--- config.mk ---
export PLATFORM = sky130hd
export DESIGN_NAME = temporizador_nota
export DESIGN_NICKNAME = d
export VERILOG_FILES = /design/src/rtl/temporizador_nota_pkg.sv /design/src/rtl/temporizador_nota_gerador_tom.sv /design/src/rtl/temporizador_nota.sv
export SDC_FILE = /design/constraint.sdc
export NUM_CORES = 1
export LEC_CHECK = 0
export ABC_CLOCK_PERIOD_IN_PS = 3400
export CAP_MARGIN = 20
export CORE_UTILIZATION = 50
export DETAILED_ROUTE_END_ITERATION = 10
export PLACE_DENSITY = 0.69
export SKIP_LAST_GASP = 1
export SLEW_MARGIN = 25
export SYNTH_ARGS = -nofsm -noshare
export SYNTH_HDL_FRONTEND = slang
export SYNTH_SLANG_ARGS = --single-unit
--- constraint.sdc ---
create_clock -name Clk_in -period 3.4 [get_ports Clk_in]
set_input_delay 1.02 -clock Clk_in [delete_from_list [all_inputs] [get_ports Clk_in]]
set_output_delay 1.02 -clock Clk_in [all_outputs]
set_load 0.01 [all_outputs]
--- src/rtl/temporizador_nota_pkg.sv ---
// Shared definitions for the note timer and the melody controller:
// counter width, FSM encoding and note period constants (16 MHz clock).
package temporizador_nota_pkg;

  localparam int CNT_W_DEF      = 28;
  localparam int GAP_CYCLES_DEF = 800000;

  typedef enum logic [1:0] {
    ST_IDLE   = 2'd0,
    ST_SETTLE = 2'd1,
    ST_PLAY   = 2'd2,
    ST_GAP    = 2'd3
  } state_t;

  // Full tone periods in clocks; 0 encodes a rest.
  localparam int unsigned NOTE_REST = 0;
  localparam int unsigned FA3       = 91632;
  localparam int unsigned FA3S      = 86486;
  localparam int unsigned SOL3      = 81633;
  localparam int unsigned SOL3S     = 77052;
  localparam int unsigned LA3       = 72727;
  localparam int unsigned LA3S      = 68646;
  localparam int unsigned SI3       = 64793;
  localparam int unsigned DO4       = 61155;
  localparam int unsigned DO4S      = 57724;
  localparam int unsigned RE4       = 54484;
  localparam int unsigned RE4S      = 51425;
  localparam int unsigned MI4       = 48539;
  localparam int unsigned FA4       = 45815;
  localparam int unsigned FA4S      = 43244;
  localparam int unsigned SOL4      = 40816;

endpackage

--- src/rtl/temporizador_nota_gerador_tom.sv ---
// Square-wave generator: half-period counter plus toggle flip-flop,
// with load (latch period, restart low), enable and forced clear.
module temporizador_nota_gerador_tom
  import temporizador_nota_pkg::*;
#(
  parameter int CNT_W = CNT_W_DEF
) (
  input  logic             clk,
  input  logic             rst,
  input  logic             load,
  input  logic             enable,
  input  logic             clear,
  input  logic [CNT_W-1:0] period,
  output logic             audio
);

  localparam logic [CNT_W-1:0] ONE = CNT_W'(1);

  logic [CNT_W-1:0] half;
  logic [CNT_W-1:0] p_cnt;

  // NOTE: sequential state uses non-blocking assignments so every flop
  // samples the pre-edge values, independent of statement order.
  always_ff @(posedge clk) begin
    if (rst) begin
      half  <= '0;
      p_cnt <= '0;
      audio <= 1'b0;
    end else if (clear) begin
      p_cnt <= '0;
      audio <= 1'b0;
    end else if (load) begin
      half  <= period >> 1;
      p_cnt <= '0;
      audio <= 1'b0;
    end else if (enable && (half != '0)) begin
      if (p_cnt == half - ONE) begin
        audio <= ~audio;
        p_cnt <= '0;
      end else begin
        p_cnt <= p_cnt + ONE;
      end
    end
  end

endmodule

--- src/rtl/temporizador_nota.sv ---
// Note timer: latches a note on Disparo, plays it for its duration and
// drops Duracao when done. Optional articulation gap via NOTE_GAP_EN.
module temporizador_nota
  import temporizador_nota_pkg::*;
#(
  parameter int CNT_W = CNT_W_DEF
`ifdef NOTE_GAP_EN
  ,
  parameter int GAP_CYCLES = GAP_CYCLES_DEF
`endif
) (
  input  logic             Clk_in,
  input  logic             Rst_in,
  input  logic             Disparo,
  input  logic [CNT_W-1:0] Temp_in,
  input  logic [CNT_W-1:0] Freq_in,
  input  logic             Stop_in,
  output logic             Duracao,
  output logic             Audio_out,
  output logic             Fim_nota
);

  localparam logic [CNT_W-1:0] ONE = CNT_W'(1);

  state_t           state, state_nx;
  logic [CNT_W-1:0] t_cnt;
  logic             t_last;
  logic             tone_load, tone_en, tone_clr, fim_nx;

  assign t_last = (t_cnt <= ONE);

`ifdef NOTE_GAP_EN
  logic [CNT_W-1:0] g_cnt;
  logic             g_last;

  assign g_last = (g_cnt <= ONE);

  always_ff @(posedge Clk_in) begin
    if (Rst_in) begin
      g_cnt <= '0;
    end else if (state == ST_PLAY) begin
      g_cnt <= CNT_W'(GAP_CYCLES);
    end else if ((state == ST_GAP) && (g_cnt != '0)) begin
      g_cnt <= g_cnt - ONE;
    end
  end
`endif

  // NOTE: every signal driven here gets a default first, so no path
  // through the case leaves one unassigned and no latch is inferred.
  always_comb begin
    state_nx  = state;
    tone_load = 1'b0;
    tone_en   = 1'b0;
    tone_clr  = 1'b0;
    fim_nx    = 1'b0;
    unique case (state)
      ST_IDLE: begin
        if (Disparo && !Stop_in) state_nx = ST_SETTLE;
      end
      ST_SETTLE: begin
        if (Stop_in) begin
          state_nx = ST_IDLE;
          tone_clr = 1'b1;
        end else begin
          state_nx  = ST_PLAY;
          tone_load = 1'b1;
        end
      end
      ST_PLAY: begin
        if (Stop_in) begin
          state_nx = ST_IDLE;
          tone_clr = 1'b1;
        end else if (t_last) begin
          tone_clr = 1'b1;
`ifdef NOTE_GAP_EN
          state_nx = ST_GAP;
`else
          state_nx = ST_IDLE;
          fim_nx   = 1'b1;
`endif
        end else begin
          tone_en = 1'b1;
        end
      end
`ifdef NOTE_GAP_EN
      ST_GAP: begin
        if (Stop_in) begin
          state_nx = ST_IDLE;
        end else if (g_last) begin
          state_nx = ST_IDLE;
          fim_nx   = 1'b1;
        end
      end
`endif
      default: state_nx = ST_IDLE;
    endcase
  end

  // Duracao is a flop fed from next state, so it has no input-to-output path.
  always_ff @(posedge Clk_in) begin
    if (Rst_in) begin
      state    <= ST_IDLE;
      t_cnt    <= '0;
      Duracao  <= 1'b0;
      Fim_nota <= 1'b0;
    end else begin
      state    <= state_nx;
      Duracao  <= (state_nx != ST_IDLE);
      Fim_nota <= fim_nx;
      if (state == ST_SETTLE) begin
        t_cnt <= Temp_in;
      end else if ((state == ST_PLAY) && (t_cnt != '0)) begin
        t_cnt <= t_cnt - ONE;
      end
    end
  end

  temporizador_nota_gerador_tom #(
    .CNT_W(CNT_W)
  ) u_gerador_tom (
    .clk   (Clk_in),
    .rst   (Rst_in),
    .load  (tone_load),
    .enable(tone_en),
    .clear (tone_clr),
    .period(Freq_in),
    .audio (Audio_out)
  );

endmodule

==> results.sh <==
export IMPL_yosysSeqAreaShare_pct=34.9
export IMPL_critPathCaptureType="flip-flop"
export IMPL_io_buffers=61
export IMPL_grt_max_degree=41
export IMPL_core_area_um2=9770
export IMPL_fmax_mhz=313
export IMPL_final_cell_mix="98 x nand2_1, 88 x dfxtp_1, 60 x clkdlybuf4s50_1"
export IMPL_grt_util_all_layers_pct=24.6
export IMPL_p_int_mw=1.67
export IMPL_async_flop_share_pct=0
export IMPL_clk_transition_reported_paths_ns=0.08
export IMPL_tightest_slew_ns=0.838
export IMPL_place_congestion=0.861
export IMPL_grt_pass1_vias=4317
export IMPL_cts_max_path_buffers=2
export IMPL_numCtsBuffers=9
export IMPL_dr_pass1_iters=5
export IMPL_reg2reg_slack_ns=0.21
export IMPL_cts_sinks=88
export IMPL_antennaDiodeCount=0
export IMPL_switchingPower_uw=712
export IMPL_postLayoutSetupSlackWorst_ns=0.210
export IMPL_die_h_um=103
export IMPL_fin_util_pct=61.2
export IMPL_tritoncts="done"
export IMPL_seq_power_share_pct=46.9
export IMPL_yosysTopAreaCell="dfxtp_1"
export IMPL_drc=0
export IMPL_cap_violations=0
export IMPL_final_common_cell="nand2_1"
export IMPL_synth_seq_cells=88
export IMPL_power_density_nw_per_um2=398
export IMPL_fin_hold_ws_ns=0.494
export IMPL_min_period_over_period_pct=93.8
export IMPL_combinationalPowerShare_pct=23.2
export IMPL_finalMaxSlewViolations=0
export IMPL_overflow=0
export IMPL_syn_cell_area_um2=5050
export IMPL_vias_per_cell=5.47
export IMPL_rows=36
export IMPL_yosys_area_top_type_share_pct=34.9
export IMPL_syn_inst=637
export IMPL_switching_share_pct=29.9
export IMPL_synth_area_leaders="dfxtp_1 35%, xnor2_1 7.6%, nand2_1 7.3%"
export IMPL_setup_viol=0
export IMPL_dieArea_um2=10500
export IMPL_avgSynthCellArea_um2=7.93
export IMPL_area_growth_pct=18.4
export IMPL_rsz0062_at_grt="no"
export IMPL_required_ns=3.65
export IMPL_synth_edff_count=0
export IMPL_synth_cell_types=60
export IMPL_max_slew_margin_pct=43.8
export IMPL_critPathLaunchType="flip-flop"
export IMPL_dpl_worst_slack_ns=0.133
export IMPL_antenna_found_initial=0
export IMPL_hold_class="reg -> reg"
export IMPL_htree_num_levels=3
export IMPL_vdd_ir_drop_max_mv=0.326
export IMPL_hpwl_mm=8.97
export IMPL_finalHoldViolations=0
export IMPL_status="finished, final reports clean"
export IMPL_initial_core_util_pct=51.7
export IMPL_layout_drive_gt1_share_pct=9.06
export IMPL_critical_path_class="reg -> reg"
export IMPL_route_vias_total=4533
export IMPL_min_period_ns=3.19
export IMPL_drtIter0Drc=158
export IMPL_p_leak_nw=2.27
export IMPL_ys_warn_count=0
export IMPL_crit_arrival_ns=3.44
export IMPL_pwr_share_clk_pct=29.9
export IMPL_setup_tns_ns=0
export IMPL_synth_fp_nets=706
export IMPL_antenna_left=0
export IMPL_synth_main_ff_cell="dfxtp_1"
export IMPL_wire_per_inst_um=14.6
export IMPL_path_max_fanout=11
export IMPL_clk_latency_ns=0.36
export IMPL_grt_pass1_wl_mm=20.1
export IMPL_ctsRootBufferMaster="clkbuf_8"
export IMPL_pin_count=63
export IMPL_fp_dieW_um=103
export IMPL_layout_nets=759
export IMPL_routed_wl_mm=12.1
export IMPL_skew_ns=0.00986
routing by layer:
layer  wire length (um)  global-route usage, %
met1               5460                   30.9
met2               5930                   41.9
met3                522                   5.49
met4                186                   7.58
met5                  0                      0
layout make-up:
type	count	area [um^2]
Timing Repair Buffer	73	708
Inverter	18	67.6
Multi-Input combinational cell	500	3090
Fill cell	952	3790
Sequential cell	88	1760
Clock buffer	10	128
Clock inverter	6	60.1
Tap cell	133	166
per-stage QoR:
stage / cells / total power, mW / area, um^2
after floorplan: 637 / 1.51 / 5050
after global placement: 811 / 1.66 / 5780
after detailed placement: 811 / 1.68 / 5780
after CTS: 827 / 2.39 / 5970
after global routing: 828 / 2.50 / 5980
final: 828 / 2.38 / 5980
logic make-up (layout without fill, tap and decap cells):
| family | count (synthesis) | in the layout | synth area share, % |
|---|---|---|---|
| adders and majority gates | 9 | 9 | 2.23 |
| xor gates and xnor gates | 81 | 81 | 14.0 |
| muxes | 12 | 12 | 2.38 |
| buffers and inverters | 49 | 107 | 4.18 |
| and+or+nand+nor | 299 | 299 | 29.7 |
| AOI/OAI and AO/OA | 99 | 99 | 12.6 |
| DFF | 88 | 88 | 34.9 |
worst max-delay path, stage by stage, from the launching register on:
cell and delay (ns):
dfxtp_1 0.36, inv_1 0.07, ha_1 0.23, or4b_4 0.55, or4_4 0.56, nor2_2 0.19, xnor2_1 0.15, o211ai_1 0.10
a211o_1 0.33, o21ai_4 0.20, buf_4 0.25, nor2_1 0.07
what timing repair did:
item	4_1_cts	5_1_grt
buffers inserted	0	1
setup endpoints to repair	0	29
hold endpoints to repair	0	0
resized for setup	0	1
hold buffers	0	0
flip-flops by register name, summed over array words and instances, names as in the netlist:
signal               count
t_cnt                   28
u_gerador_tom.audio      1
state                    2
u_gerador_tom.half      27
u_gerador_tom.p_cnt     28
Fim_nota                 1
Duracao                  1
final timing paths:
path                                        startpoint                       to  depth (start not counted)
worst min-delay path            u_gerador_tom.half[26]   u_gerador_tom.half[26]                          2
worst max register to register   u_gerador_tom.half[0]  u_gerador_tom.p_cnt[27]                         11
worst max-delay path             u_gerador_tom.half[0]  u_gerador_tom.p_cnt[27]                         11
worst min register to register  u_gerador_tom.half[26]   u_gerador_tom.half[26]                          2
power groups by stage:
| stage | Combinational [mW] | Clock, mW | Sequential [mW] |
|---|---|---|---|
| CTS | 0.544 | 0.728 | 1.11 |
| global placement | 0.525 | 0 | 1.14 |
| detailed placement | 0.540 | 0 | 1.14 |
| finish | 0.553 | 0.711 | 1.12 |
| floorplan | 0.384 | 0 | 1.13 |
| global route | 0.617 | 0.765 | 1.12 |
synthesized netlist by cell type (9+ instances only):
cell type and number:
a21oi_1 48, and3_1 9, clkbuf_1 21, dfxtp_1 88
ha_1 9, inv_1 18, mux2i_1 12, nand2_1 98
nand3_1 16, nand4_1 15, nor2_1 58, nor2_2 21
nor3_1 21, nor4_1 17, o21ai_0 11, xnor2_1 44
xor2_1 37
Power figures use the tool's default switching activity.
